File: config.mk
export PLATFORM = sky130hd
export DESIGN_NAME = mult_div_unit
export DESIGN_NICKNAME = d
export VERILOG_FILES = /design/src/rtl/mult_div_unit.sv
export SDC_FILE = /design/constraint.sdc
export NUM_CORES = 1
export LEC_CHECK = 0
export CAP_MARGIN = 20
export CORE_ASPECT_RATIO = 0.8
export CORE_UTILIZATION = 35
export CTS_BUF_LIST = sky130_fd_sc_hd__clkbuf_4
export DETAILED_ROUTE_END_ITERATION = 7
export PLACE_DENSITY = 0.5
export SLEW_MARGIN = 20
export SYNTH_ARGS = -nofsm -noshare
export SYNTH_HDL_FRONTEND = slang
export SYNTH_SLANG_ARGS = --single-unit
File: constraint.sdc
create_clock -name clk -period 6.08 [get_ports clk]
set_input_delay 1.216 -clock clk [delete_from_list [all_inputs] [get_ports clk]]
set_output_delay 1.216 -clock clk [all_outputs]
set_load 0.005 [all_outputs]
File: src/rtl/mult_div_unit.sv
// Multicycle signed multiply (radix-2 Booth) / divide (restoring) engine.
// One iteration per clock; HI/LO only update on the edge that enters FIN.
module mult_div_unit #(
  parameter int WIDTH = 32
) (
  input  logic             clk,
  input  logic             reset,
  input  logic             start,
  input  logic             op,
  input  logic [WIDTH-1:0] a,
  input  logic [WIDTH-1:0] b,
  output logic             busy,
  output logic             done,
  output logic             div_zero,
  output logic [WIDTH-1:0] hi,
  output logic [WIDTH-1:0] lo
);

  localparam int CW = (WIDTH > 1) ? $clog2(WIDTH) : 1;

  typedef enum logic [1:0] {IDLE, MULT, DIV, FIN} state_t;

  typedef struct packed {
    logic neg_q;
    logic neg_r;
  } div_sign_t;

  state_t state, state_nxt;
  logic [CW-1:0] cnt;
  logic          last;
  logic          accept;

  // Booth accumulator: sign-extended upper half (WIDTH+1) plus multiplier half
  logic [WIDTH:0]   mcand;
  logic [WIDTH:0]   acc_hi;
  logic [WIDTH-1:0] acc_lo;
  logic             booth_q;
  logic [WIDTH:0]   m_sum, m_hi_n;
  logic [WIDTH-1:0] m_lo_n;

  logic [WIDTH-1:0] rem, quo, dvs;
  div_sign_t        dsign;
  logic [WIDTH:0]   d_shift;
  logic             d_ge;
  logic [WIDTH-1:0] d_rem_n, d_quo_n;
  logic [WIDTH-1:0] d_q_fix, d_r_fix;

  function automatic logic [WIDTH-1:0] mag(input logic [WIDTH-1:0] v);
    return v[WIDTH-1] ? -v : v;
  endfunction

  assign last   = (cnt == CW'(WIDTH-1));
  assign accept = start && (state == IDLE || state == FIN);

  always_comb begin
    state_nxt = state;
    case (state)
      IDLE, FIN: begin
        state_nxt = IDLE;
        if (start) begin
          if (!op)        state_nxt = MULT;
          else if (b != 0) state_nxt = DIV;
          else             state_nxt = FIN;
        end
      end
      MULT:    if (last) state_nxt = FIN;
      DIV:     if (last) state_nxt = FIN;
      default: state_nxt = IDLE;
    endcase
  end

  // One Booth step: add/sub on the pair {lsb, q-1}, then arithmetic shift right
  always_comb begin
    m_sum = acc_hi;
    case ({acc_lo[0], booth_q})
      2'b01:   m_sum = acc_hi + mcand;
      2'b10:   m_sum = acc_hi - mcand;
      default: m_sum = acc_hi;
    endcase
    m_hi_n = {m_sum[WIDTH], m_sum[WIDTH:1]};
    m_lo_n = {m_sum[0], acc_lo[WIDTH-1:1]};
  end

  // One restoring step; the partial remainder always stays below dvs, so
  // the WIDTH-bit subtraction is exact whenever the compare succeeds.
  always_comb begin
    d_shift = {rem, quo[WIDTH-1]};
    d_ge    = (d_shift >= {1'b0, dvs});
    d_rem_n = d_ge ? (d_shift[WIDTH-1:0] - dvs) : d_shift[WIDTH-1:0];
    d_quo_n = {quo[WIDTH-2:0], d_ge};
    d_q_fix = dsign.neg_q ? -d_quo_n : d_quo_n;
    d_r_fix = dsign.neg_r ? -d_rem_n : d_rem_n;
  end

  always_ff @(posedge clk) begin
    if (reset) begin
      state    <= IDLE;
      cnt      <= '0;
      busy     <= 1'b0;
      done     <= 1'b0;
      div_zero <= 1'b0;
      hi       <= '0;
      lo       <= '0;
      mcand    <= '0;
      acc_hi   <= '0;
      acc_lo   <= '0;
      booth_q  <= 1'b0;
      rem      <= '0;
      quo      <= '0;
      dvs      <= '0;
      dsign    <= '0;
    end else begin
      state    <= state_nxt;
      busy     <= (state_nxt == MULT) || (state_nxt == DIV);
      done     <= (state_nxt == FIN);
      div_zero <= 1'b0;
      if (accept) begin
        cnt         <= '0;
        mcand       <= {a[WIDTH-1], a};
        acc_hi      <= '0;
        acc_lo      <= b;
        booth_q     <= 1'b0;
        rem         <= '0;
        quo         <= mag(a);
        dvs         <= mag(b);
        dsign.neg_q <= a[WIDTH-1] ^ b[WIDTH-1];
        dsign.neg_r <= a[WIDTH-1];
        div_zero    <= op && (b == 0);
      end else if (state == MULT) begin
        cnt     <= cnt + CW'(1);
        acc_hi  <= m_hi_n;
        acc_lo  <= m_lo_n;
        booth_q <= acc_lo[0];
        if (last) begin
          hi <= m_hi_n[WIDTH-1:0];
          lo <= m_lo_n;
        end
      end else if (state == DIV) begin
        cnt <= cnt + CW'(1);
        rem <= d_rem_n;
        quo <= d_quo_n;
        if (last) begin
          hi <= d_r_fix;
          lo <= d_q_fix;
        end
      end
    end
  end

endmodule
==> out/qor.csv <==
metric,value,unit
first_global_vias,17500,
cts.path.max_buffers,3,
finalNetCount,2671,
regToRegEndpoint,hi[30],
crit_path_max_incr_delay,0.47,ns
stdcell_area,0.0212,mm^2
vias_per_cell,5.68,
path_clk_slew,0.07,ns
finalSetupViolCount,0,
pwr-share-seq,0.320,
min_path_cells,2,
grt_max_degree,107,
grt_antenna_before_repair,3,
p_leak,7.96,nW
final_max_slew_viol_count,0,
ant_nets,0,
start_kind,flop,
first_iter_violations,1486,
htree_levels,3,
place_congestion,0.927,
netlist_instances,2446,
max_freq,180,MHz
p_clk_frac,0.279,
clock-sinks,268,
hold_class,reg2reg,
clockRootBuffer,clkbuf_4,
ff2ff_setup_slack,0.53,ns
die_area,0.0535,mm^2
io_buffers,134,
slew-limit-headroom,0.265,
period_share,0.913,
place_hpwl,50700,um
synthFlopType,dfxtp_1,
ctsHoldBuffers,0,
synth_nets,2591,
maxCapViolCount,0,
setup_tns,0,ns
rsz0062_at_grt,false,
drc,0,
mappedNetlistArea,0.0184,mm^2
cts_tree,yes,
postCtsSetupRepairBufs,0,
ff2ff_path_depth,19,
synth.avg_cell_area,7.52,um^2
crit_fanout,11,
start_util,0.357,
power.switching,2.61,mW
grt_pass1_wl,105000,um
fp-row-count,74,
yosys_warnings,0,
post_cts_resized,0,
die_x,258,um
p_int,3.67,mW
period_needed,5.55,ns
required,6.83,ns
worst_slew_pin_slew,1.09,ns
overflow,0,
synthTopCellsByArea,"dfxtp_1, nand2_1, a21oi_1",
routedWlPerCell,20.7,um
yosysSeqAreaShare,0.292,
via_count,18600,
skew,0.0577,ns
arrival,6.30,ns
ys_ff_latch,268,
synth_top_area_cell,dfxtp_1,
area_growth,15.4,%
die_h,207,um
hp-start,dvs[20],
io_pins,135,
swShare,0.416,
post_dp_cell_area,0.0202,mm^2
finalHoldViolations,0,
path_class,reg2reg,
wl,67700,um
comb_power_share,0.400,
synth_edf_count,0,
holdPathEnd,dvs[20],
grtUsageTotal,0.249,
cts-buffers-inserted,77,
p_per_area,296,mW/mm^2
async_flop_share,0,
worstSetupEndpointType,flop,
crit_slowest_cell,nor4b_1,
ir_drop,0.111,mV
dr.pass1.iters,5,
reg2reg_from,dvs[27],
crit_chain,inv_1 -> ha_1 -> or2_2 -> a21o_1 -> a31oi_1 -> nor4_1 -> o21ai_2 -> nand2_2 -> mux2i_1 -> ha_1 -> inv_1 -> a2111oi_0 -> nor4b_1 -> o211ai_1 -> o32a_1 -> or3_1 -> o31ai_1 -> o2111ai_1 -> a22o_1,
core_area,0.0515,mm^2
synth.top_cell.area_share,0.292,
clk_latency,0.86,ns
status,"complete, no violations",
yosysUniqueCellTypes,81,
drive_gt1_frac,0.0794,
[area by class of cell]
class	count	area, um^2
Fill cell	5469	30300
Multi-Input combinational cell	1942	12200
Sequential cell	268	5370
Timing Repair Buffer	159	1540
Tap cell	684	856
Clock buffer	112	841
Inverter	78	293
Clock inverter	24	131
Antenna cell	6	15.0
[worst max-delay path by stage]
stage                        start     end  slack [ns]  depth (start not counted)
after CTS                 mcand[2]  hi[27]        0.37                         19
after global routing      mcand[2]  hi[27]        0.03                         16
final                      dvs[27]  hi[30]        0.53                         19
after global placement    mcand[2]  hi[27]        0.61                         19
after detailed placement  mcand[2]  hi[27]        0.44                         19
after floorplan            dvs[26]  hi[24]        0.73                         23
[synthesized netlist by cell type, drive strengths merged, types with 11 or more instances]
cell	n
mux2i	55
o211ai	32
a31oi	19
a211oi	101
nor2	269
ha	75
o31ai	36
nor3	47
o41ai	20
nor4	21
clkbuf	132
nor2b	17
nand4	14
o21ai	139
xor2	108
and3	20
or4	26
or2	11
or3	23
inv	78
o21a	12
xnor2	69
a21o	27
buf	26
nand3	41
dfxtp	268
and2	15
o211a	15
a21oi	211
a311oi	44
nand2	340
mux2	11
nand2b	11
[registers in the layout (all words and copies together) (netlist names), 2 cells and up]
name	cells
cnt	5
rem	32
acc_lo	32
acc_hi	32
hi	32
quo	32
dvs	32
lo	32
state	2
mcand	32
[placed cells by master (no fill, tap or decap), drive strengths merged, types with 9 or more instances in the layout]
cell type      instances
buf                   27
nand2b                11
nor3                  47
xnor2                 69
nor2                 269
xor2                 108
a21o                  27
or2                   11
o31a                   9
o211a                 15
a21oi                211
or3                   23
clkdlybuf4s50        132
o21a                  12
and2                  15
mux2                  11
nand3                 41
dfxtp                268
a31oi                 19
and3                  20
mux2i                 55
nor2b                 17
or4                   26
clkinv                20
o41ai                 20
nand4                 14
o21ai                139
a2111oi                9
ha                    75
clkbuf               112
o31ai                 36
inv                   81
a211oi               101
nand2                340
a311oi                44
o211ai                32
nor4                  21
[through the flow]
step,instances,hold WS (ns),utilization,power [mW],worst slack (ns)
4_1_cts,3266,0.454,0.411,6.30,0.371
3_3_place_gp,3130,0.445,0.393,4.51,0.608
3_5_place_dp,3130,0.446,0.393,4.52,0.438
2_1_floorplan,2446,0.432,-,3.79,0.729
5_1_grt,3273,0.483,0.412,6.71,0.0288
6_report,3273,0.453,0.412,6.27,0.527
[per-layer routing]
layer / GRT usage / part of all wire / vias to the layer above
li1: - / - / 9080
met2: 0.379 / 0.44 / 532
met5: 0 / 0 / -
met1: 0.362 / 0.49 / 8891
met3: 0.0485 / 0.059 / 75
met4: 0.0492 / 0.014 / 0
[power by group through the flow]
stage	Sequential, mW	Combinational (mW)	Clock (mW)
6_report	2.01	2.51	1.75
3_5_place_dp	2.05	2.47	0
5_1_grt	2.03	2.77	1.91
3_3_place_gp	2.05	2.46	0
2_1_floorplan	2.01	1.79	0
4_1_cts	2.01	2.48	1.80
[critical path, delay by kind of cell, from the launching register on]
family / cells / cell delay, ns
adder cells (fa/ha/maj): 2 / 0.76
AND/OR/NAND/NOR: 5 / 1.71
flip-flops: 1 / 0.33
buffers and inverters: 2 / 0.10
AO/OA/AOI/OAI: 9 / 2.23
multiplexers: 1 / 0.34
[cell families after synthesis]
kind of cell	share of synthesized area
AOI/OAI and AO/OA	0.266
xor gates and xnor gates	0.0843
muxes	0.0367
adders and majority gates	0.0532
DFF	0.292
and+or+nand+nor	0.219
buffers and inverters	0.0492
Power figures use the tool's default switching activity.
